## src/rtl/semseg_pkg.sv

```systemverilog
`default_nettype none
// ============================================================================
// Module      : semseg_pkg
// Description : Register map, digit stride and FSM state type shared by the
//               seven-segment display controller.
// Revision    : 1.0 - initial release
// ============================================================================
package semseg_pkg;

    localparam logic [31:0] c_off_dig    = 32'h0000_0000;
    localparam logic [31:0] c_off_sel    = 32'h0000_0020;
    localparam logic [31:0] c_off_strb   = 32'h0000_0024;
    localparam logic [31:0] c_off_clr    = 32'h0000_0028;
    localparam logic [31:0] c_dig_stride = 32'd4;

    // Strobe register value meaning "no digit blinks".
    localparam logic [31:0] c_strb_none  = 32'h0000_00FF;

    typedef enum logic [2:0] {
        S_IDLE = 3'd0,
        S_CLR  = 3'd1,
        S_DIG  = 3'd2,
        S_SEL  = 3'd3,
        S_STRB = 3'd4,
        S_DONE = 3'd5
    } state_t;

endpackage
`default_nettype wire

```

## src/rtl/semseg_lzb.sv

```systemverilog
`default_nettype none
// ============================================================================
// Module      : semseg_lzb
// Description : Leading-zero blank mask for eight hex digits; digit 0 is never
//               blanked. Built only when SEMSEG_CTRL_BLANK_EN is defined.
// Revision    : 1.0 - initial release
// ============================================================================
`ifdef SEMSEG_CTRL_BLANK_EN
module semseg_lzb (
    input  logic [31:0] i_val,
    output logic [7:0]  o_mask
);

    assign o_mask[0] = 1'b1;

    // A digit stays lit when it or any more significant digit is non-zero.
    for (genvar i = 1; i < 8; i++) begin : g_dig
        assign o_mask[i] = |i_val[31:4*i];
    end

endmodule
`endif
`default_nettype wire

```

## src/rtl/semseg_ctrl.sv

```systemverilog
`default_nettype none
// ============================================================================
// Module      : semseg_ctrl
// Description : Sequences one display request into register-bus writes:
//               clear, eight digits, select mask, strobe. Define
//               SEMSEG_CTRL_BLANK_EN to blank leading zero digits.
// Revision    : 1.0 - initial release
// ============================================================================
module semseg_ctrl
    import semseg_pkg::*;
#(
    parameter logic [31:0] BASE_ADDR = 32'h0000_0000,
    parameter int unsigned WAIT_CYC  = 0
) (
    input  logic        CLK100,
    input  logic        reset,
    input  logic        valid_i,
    output logic        ready_o,
    input  logic [31:0] val_i,
    input  logic [7:0]  mask_i,
    input  logic        strb_en_i,
    input  logic [2:0]  strb_idx_i,
    output logic        done_o,
    output logic        req_o,
    output logic        we_o,
    output logic [31:0] addr_o,
    output logic [31:0] wdata_o
);

    localparam logic [3:0] c_wait = 4'(WAIT_CYC);

    state_t      r_state;
    logic [2:0]  r_idx;
    logic [3:0]  r_wait;
    logic [31:0] r_val;
    logic [7:0]  r_mask;
    logic        r_strb_en;
    logic [2:0]  r_strb_idx;

    state_t      w_state_nxt;
    logic [2:0]  w_idx_nxt;
    logic [3:0]  w_wait_nxt;
    logic        w_accept;
    logic        w_wait_done;
    logic [7:0]  w_sel_mask;
    logic [3:0]  w_digit;
    logic [31:0] w_strb_data;

`ifdef SEMSEG_CTRL_BLANK_EN
    logic [7:0]  w_lzb_mask;

    semseg_lzb u_lzb (
        .i_val  (r_val),
        .o_mask (w_lzb_mask)
    );

    assign w_sel_mask = r_mask & w_lzb_mask;
`else
    assign w_sel_mask = r_mask;
`endif

    assign w_accept    = valid_i && (r_state == S_IDLE);
    assign w_wait_done = (r_wait == c_wait);
    assign w_digit     = r_val[{r_idx, 2'b00} +: 4];
    assign w_strb_data = r_strb_en ? {29'h0, r_strb_idx} : c_strb_none;

    always_ff @(posedge CLK100) begin
        if (reset) begin
            r_state    <= S_IDLE;
            r_idx      <= '0;
            r_wait     <= '0;
            r_val      <= '0;
            r_mask     <= '0;
            r_strb_en  <= 1'b0;
            r_strb_idx <= '0;
        end else begin
            r_state <= w_state_nxt;
            r_idx   <= w_idx_nxt;
            r_wait  <= w_wait_nxt;
            if (w_accept) begin
                r_val      <= val_i;
                r_mask     <= mask_i;
                r_strb_en  <= strb_en_i;
                r_strb_idx <= strb_idx_i;
            end
        end
    end

    // Every write after CLR is preceded by WAIT_CYC idle cycles counted in r_wait.
    always_comb begin
        w_state_nxt = r_state;
        w_idx_nxt   = r_idx;
        w_wait_nxt  = r_wait;
        ready_o     = 1'b0;
        done_o      = 1'b0;
        req_o       = 1'b0;
        we_o        = 1'b0;
        addr_o      = '0;
        wdata_o     = '0;

        case (r_state)
            S_IDLE: begin
                ready_o = 1'b1;
                if (valid_i) begin
                    w_state_nxt = S_CLR;
                end
            end

            S_CLR: begin
                req_o       = 1'b1;
                we_o        = 1'b1;
                addr_o      = BASE_ADDR + c_off_clr;
                w_idx_nxt   = '0;
                w_wait_nxt  = '0;
                w_state_nxt = S_DIG;
            end

            S_DIG: begin
                if (!w_wait_done) begin
                    w_wait_nxt = r_wait + 4'd1;
                end else begin
                    req_o      = 1'b1;
                    we_o       = 1'b1;
                    addr_o     = BASE_ADDR + c_off_dig + (32'(r_idx) * c_dig_stride);
                    wdata_o    = {28'h0, w_digit};
                    w_wait_nxt = '0;
                    if (r_idx == 3'd7) begin
                        w_state_nxt = S_SEL;
                    end else begin
                        w_idx_nxt = r_idx + 3'd1;
                    end
                end
            end

            S_SEL: begin
                if (!w_wait_done) begin
                    w_wait_nxt = r_wait + 4'd1;
                end else begin
                    req_o       = 1'b1;
                    we_o        = 1'b1;
                    addr_o      = BASE_ADDR + c_off_sel;
                    wdata_o     = {24'h0, w_sel_mask};
                    w_wait_nxt  = '0;
                    w_state_nxt = S_STRB;
                end
            end

            S_STRB: begin
                if (!w_wait_done) begin
                    w_wait_nxt = r_wait + 4'd1;
                end else begin
                    req_o       = 1'b1;
                    we_o        = 1'b1;
                    addr_o      = BASE_ADDR + c_off_strb;
                    wdata_o     = w_strb_data;
                    w_wait_nxt  = '0;
                    w_state_nxt = S_DONE;
                end
            end

            S_DONE: begin
                done_o      = 1'b1;
                w_state_nxt = S_IDLE;
            end

            default: begin
                w_state_nxt = S_IDLE;
            end
        endcase
    end

endmodule
`default_nettype wire

```

## config.mk

```make
export PLATFORM = sky130hd
export DESIGN_NAME = semseg_ctrl
export DESIGN_NICKNAME = d
export VERILOG_FILES = /design/src/rtl/semseg_pkg.sv /design/src/rtl/semseg_lzb.sv /design/src/rtl/semseg_ctrl.sv
export SDC_FILE = /design/constraint.sdc
export NUM_CORES = 1
export LEC_CHECK = 0
export BUFFER_PORTS_ARGS = -buffer_cell sky130_fd_sc_hd__buf_4
export CORE_UTILIZATION = 45
export CTS_BUF_LIST = sky130_fd_sc_hd__clkbuf_4 sky130_fd_sc_hd__clkbuf_8
export DETAILED_ROUTE_END_ITERATION = 6
export HOLD_SLACK_MARGIN = 0.05
export PLACE_DENSITY = 0.74
export SLEW_MARGIN = 40
export SYNTH_ARGS = -nofsm -noshare
export SYNTH_HDL_FRONTEND = slang
export SYNTH_SLANG_ARGS = --single-unit
```

## constraint.sdc

```tcl
create_clock -name CLK100 -period 2.8 [get_ports CLK100]
set_input_delay 0.28 -clock CLK100 [delete_from_list [all_inputs] [get_ports CLK100]]
set_output_delay 0.28 -clock CLK100 [all_outputs]
set_load 0.05 [all_outputs]
```

==> impl_metrics.csv <==
group,metric,value,unit
timing,max_freq,397,MHz
cells_and_area,fin_area,3390,um^2
run,max-cap-violations,0,
clock_network,path_clk_slew,0.09,ns
clock_network,ctsHoldBuffers,0,
outcome,violations,"DRC",
yosys,async_flop_share,0,%
floorplanning,chipWidth,84.8,um
drt,drc,13,
timing,finalSetupViolCount,0,
cells_and_area,syn2layout_area_growth,10.1,%
cells_and_area,final_cells,494,
floorplanning,fp.dieH,84.8,um
drt,drtIter0Drc,281,
timing,relSlewSlack,49.4,%
global_routing,antenna_found_initial,0,
min_path,hold_path_class,"in -> reg",
power,p_leak,1.40,nW
floorplanning,fp-row-count,29,
place,place_inst,487,
drt,firstDrtPassIters,7,
cells_and_area,drive_gt1_share,20.1,%
timing,slew_viol_final,0,
place,dp_hpwl,4750,um
drt,drt-wirelength-per-cell,13.2,um
critical_path,critPathCaptureType,"output pin",
clock_network,htreeDepth,2,
timing,fin_skew,0.00707,ns
clock_network,cts.sinks,54,
power,vdd_ir_drop_max,0.276,mV
global_routing,grt_pass1_wl,10600,um
timing,hold_viol,0,
critical_path,path_max_fanout,19,
cells_and_area,insertedDiodeCount,0,
drt,vias_per_cell,5.19,
cells_and_area,fillCellCount,642,
drt,ant_nets,0,
critical_path,worstPathArrival,2.24,ns
critical_path,r2r_cells,4,
power,clockPowerShare,27.8,%
power,p_total,1.90,mW
power,seq_power_share,46.0,%
yosys,synth.area.top_cells,"dfxtp_1 35%, buf_4 13%, nand2_1 12%",
timing,rsz0062_at_grt,"false",
critical_path,cp_data_required_time,2.52,ns
drt,vias,2564,
yosys,synth-seq-area-share,35.1,%
yosys,synth_edf_count,0,
timing,period_needed,2.52,ns
power,swShare,34.1,%
clock_network,cts_made_buffers,5,
global_routing,grt-ovfl-total,0,
power,power_density,560,nW/um^2
place,port-buffer-count,62,
cells_and_area,final_common_cell,"nand2_1",
global_routing,grt_usage,18.3,%
place,placed_area,3280,um^2
timing,worstMarginPinSlew,0.758,ns
global_routing,grt_pass1_vias,2294,
power,pwr-share-comb,26.2,%
yosys,synth_top_cell_by_area,"dfxtp_1",
clock_network,clk_path_buf_depth,2,
clock_network,postCtsSetupBuffers,0,
yosys,yosysWarningCount,0,
critical_path,start_kind,"register",
floorplanning,io_pins,115,
yosys,ys.flop_type,"dfxtp_1",
yosys,synth.distinct_cells,51,
drt,drt_wl_total,6530,um
global_routing,grt_max_degree,55,
timing,min_period_over_period,90.0,%
yosys,syn-instance-count,373,
power,switchingPower,648,uW
place,place_congestion,0.886,
critical_path,crit_type,"reg -> out",
power,internal-power,1.25,mW
floorplanning,start_util,47.5,%
floorplanning,fp.dieArea,7190,um^2
yosys,synth_top_area_share,35.1,%
yosys,synth-seq-cells,54,
timing,fin_hold_ws,0.209,ns
cells_and_area,final_cell_mix,"99 x nand2_1, 65 x buf_4, 54 x dfxtp_1, 53 x a21oi_1, 52 x conb_1",
floorplanning,core_area,6490,um^2
min_path,holdPathStages,3,
yosys,synth_area,3080,um^2
outcome,outcome,"finished, violations left",
yosys,postSynthAreaPerCell,8.27,um^2
cells_and_area,nets,468,
clock_network,cts_tree,"built",
clock_network,clock_tree.root_cell,"clkbuf_8",
clock_network,clk_latency,0.31,ns
timing,setup_tns,0,ns
clock_network,cts_resized,0,
## worst max-delay path, cell delays in order (launching register included)
cell and delay, ns:
dfxtp_1 0.75, nor3b_2 0.57, a22oi_1 0.15, o22ai_1 0.22, buf_4 0.24
## sequential cells by signal, indices dropped and copies added, names as in the netlist
signal	flops
r_val	32
r_mask	8
r_wait	4
r_idx	3
r_state	3
r_strb_idx	3
r_strb_en	1
## metal layers
layer  global-route usage, %  part of all wire (%)  vias up
met5                       0                     0        -
met1                    24.3                    45     1196
met3                    4.62                   6.2        6
met4                    4.16                  0.57        0
li1                        -                     -     1261
met2                    30.0                    48      101
## metrics by stage
stage	worst slack (ns)	util, %
global placement	0.617	50.5
finish	0.281	52.2
detailed placement	0.629	50.5
floorplan	0.235	-
global route	0.131	52.2
CTS	0.281	52.2
## layout make-up
| type | count | area [um^2] | area share [%] |
|---|---|---|---|
| Sequential cell | 54 | 1080 | 31.9 |
| Clock buffer | 6 | 82.6 | 2.43 |
| Inverter | 4 | 15.0 | 0.442 |
| Tap cell | 77 | 96.3 | 2.84 |
| Timing Repair Buffer | 65 | 488 | 14.4 |
| Multi-Input combinational cell | 287 | 1600 | 47.2 |
| Clock inverter | 1 | 30.0 | 0.885 |
## path summary, 6_finish.rpt
| kind | slack (ns) | from | end |
|---|---|---|---|
| setup / recovery | 0.28 | r_state[2] | wdata_o[2] |
| hold / removal | 0.21 | val_i[25] | r_val[25] |
| setup reg to reg | 0.83 | r_state[0] | r_val[24] |
| hold reg to reg | 0.46 | r_val[18] | r_val[18] |
## power groups by stage
| stage | Clock [mW] | Sequential, mW | Combinational, mW |
|---|---|---|---|
| after global placement | 0 | 0.887 | 0.493 |
| after CTS | 0.540 | 0.873 | 0.498 |
| final | 0.529 | 0.873 | 0.498 |
| after floorplan | 0 | 0.859 | 0.491 |
| after global routing | 0.572 | 0.882 | 0.534 |
| after detailed placement | 0 | 0.891 | 0.497 |
## cell usage after synthesis (2+ instances only)
| library cell | n |
|---|---|
| nand2_1 | 99 |
| dfxtp_1 | 54 |
| a21oi_1 | 53 |
| buf_4 | 53 |
| buf_6 | 10 |
| clkbuf_1 | 9 |
| mux4_2 | 8 |
| buf_2 | 6 |
| nor2_1 | 5 |
| a31oi_1 | 4 |
| ha_1 | 4 |
| mux2i_1 | 4 |
| nand2b_1 | 4 |
| o22ai_1 | 4 |
| a22oi_1 | 3 |
| inv_1 | 3 |
| nor3_1 | 3 |
| o21ai_0 | 3 |
| a211oi_1 | 2 |
| a21o_1 | 2 |
| a221oi_1 | 2 |
| nand3_1 | 2 |
| nand4_1 | 2 |
| nand4b_1 | 2 |
| nor2b_1 | 2 |
| o21a_1 | 2 |
| o311ai_0 | 2 |
| o31ai_1 | 2 |
| or4_1 | 2 |
## logic make-up after synthesis
group	count (synthesis)	synth area share, %
other cells	1	0.122
simple gates	134	20.5
flops	54	35.1
fa+ha+maj	4	1.62
mux	13	7.51
buf+inv	83	19.2
compound gates	84	15.9
(Power assumes the default switching activity.)
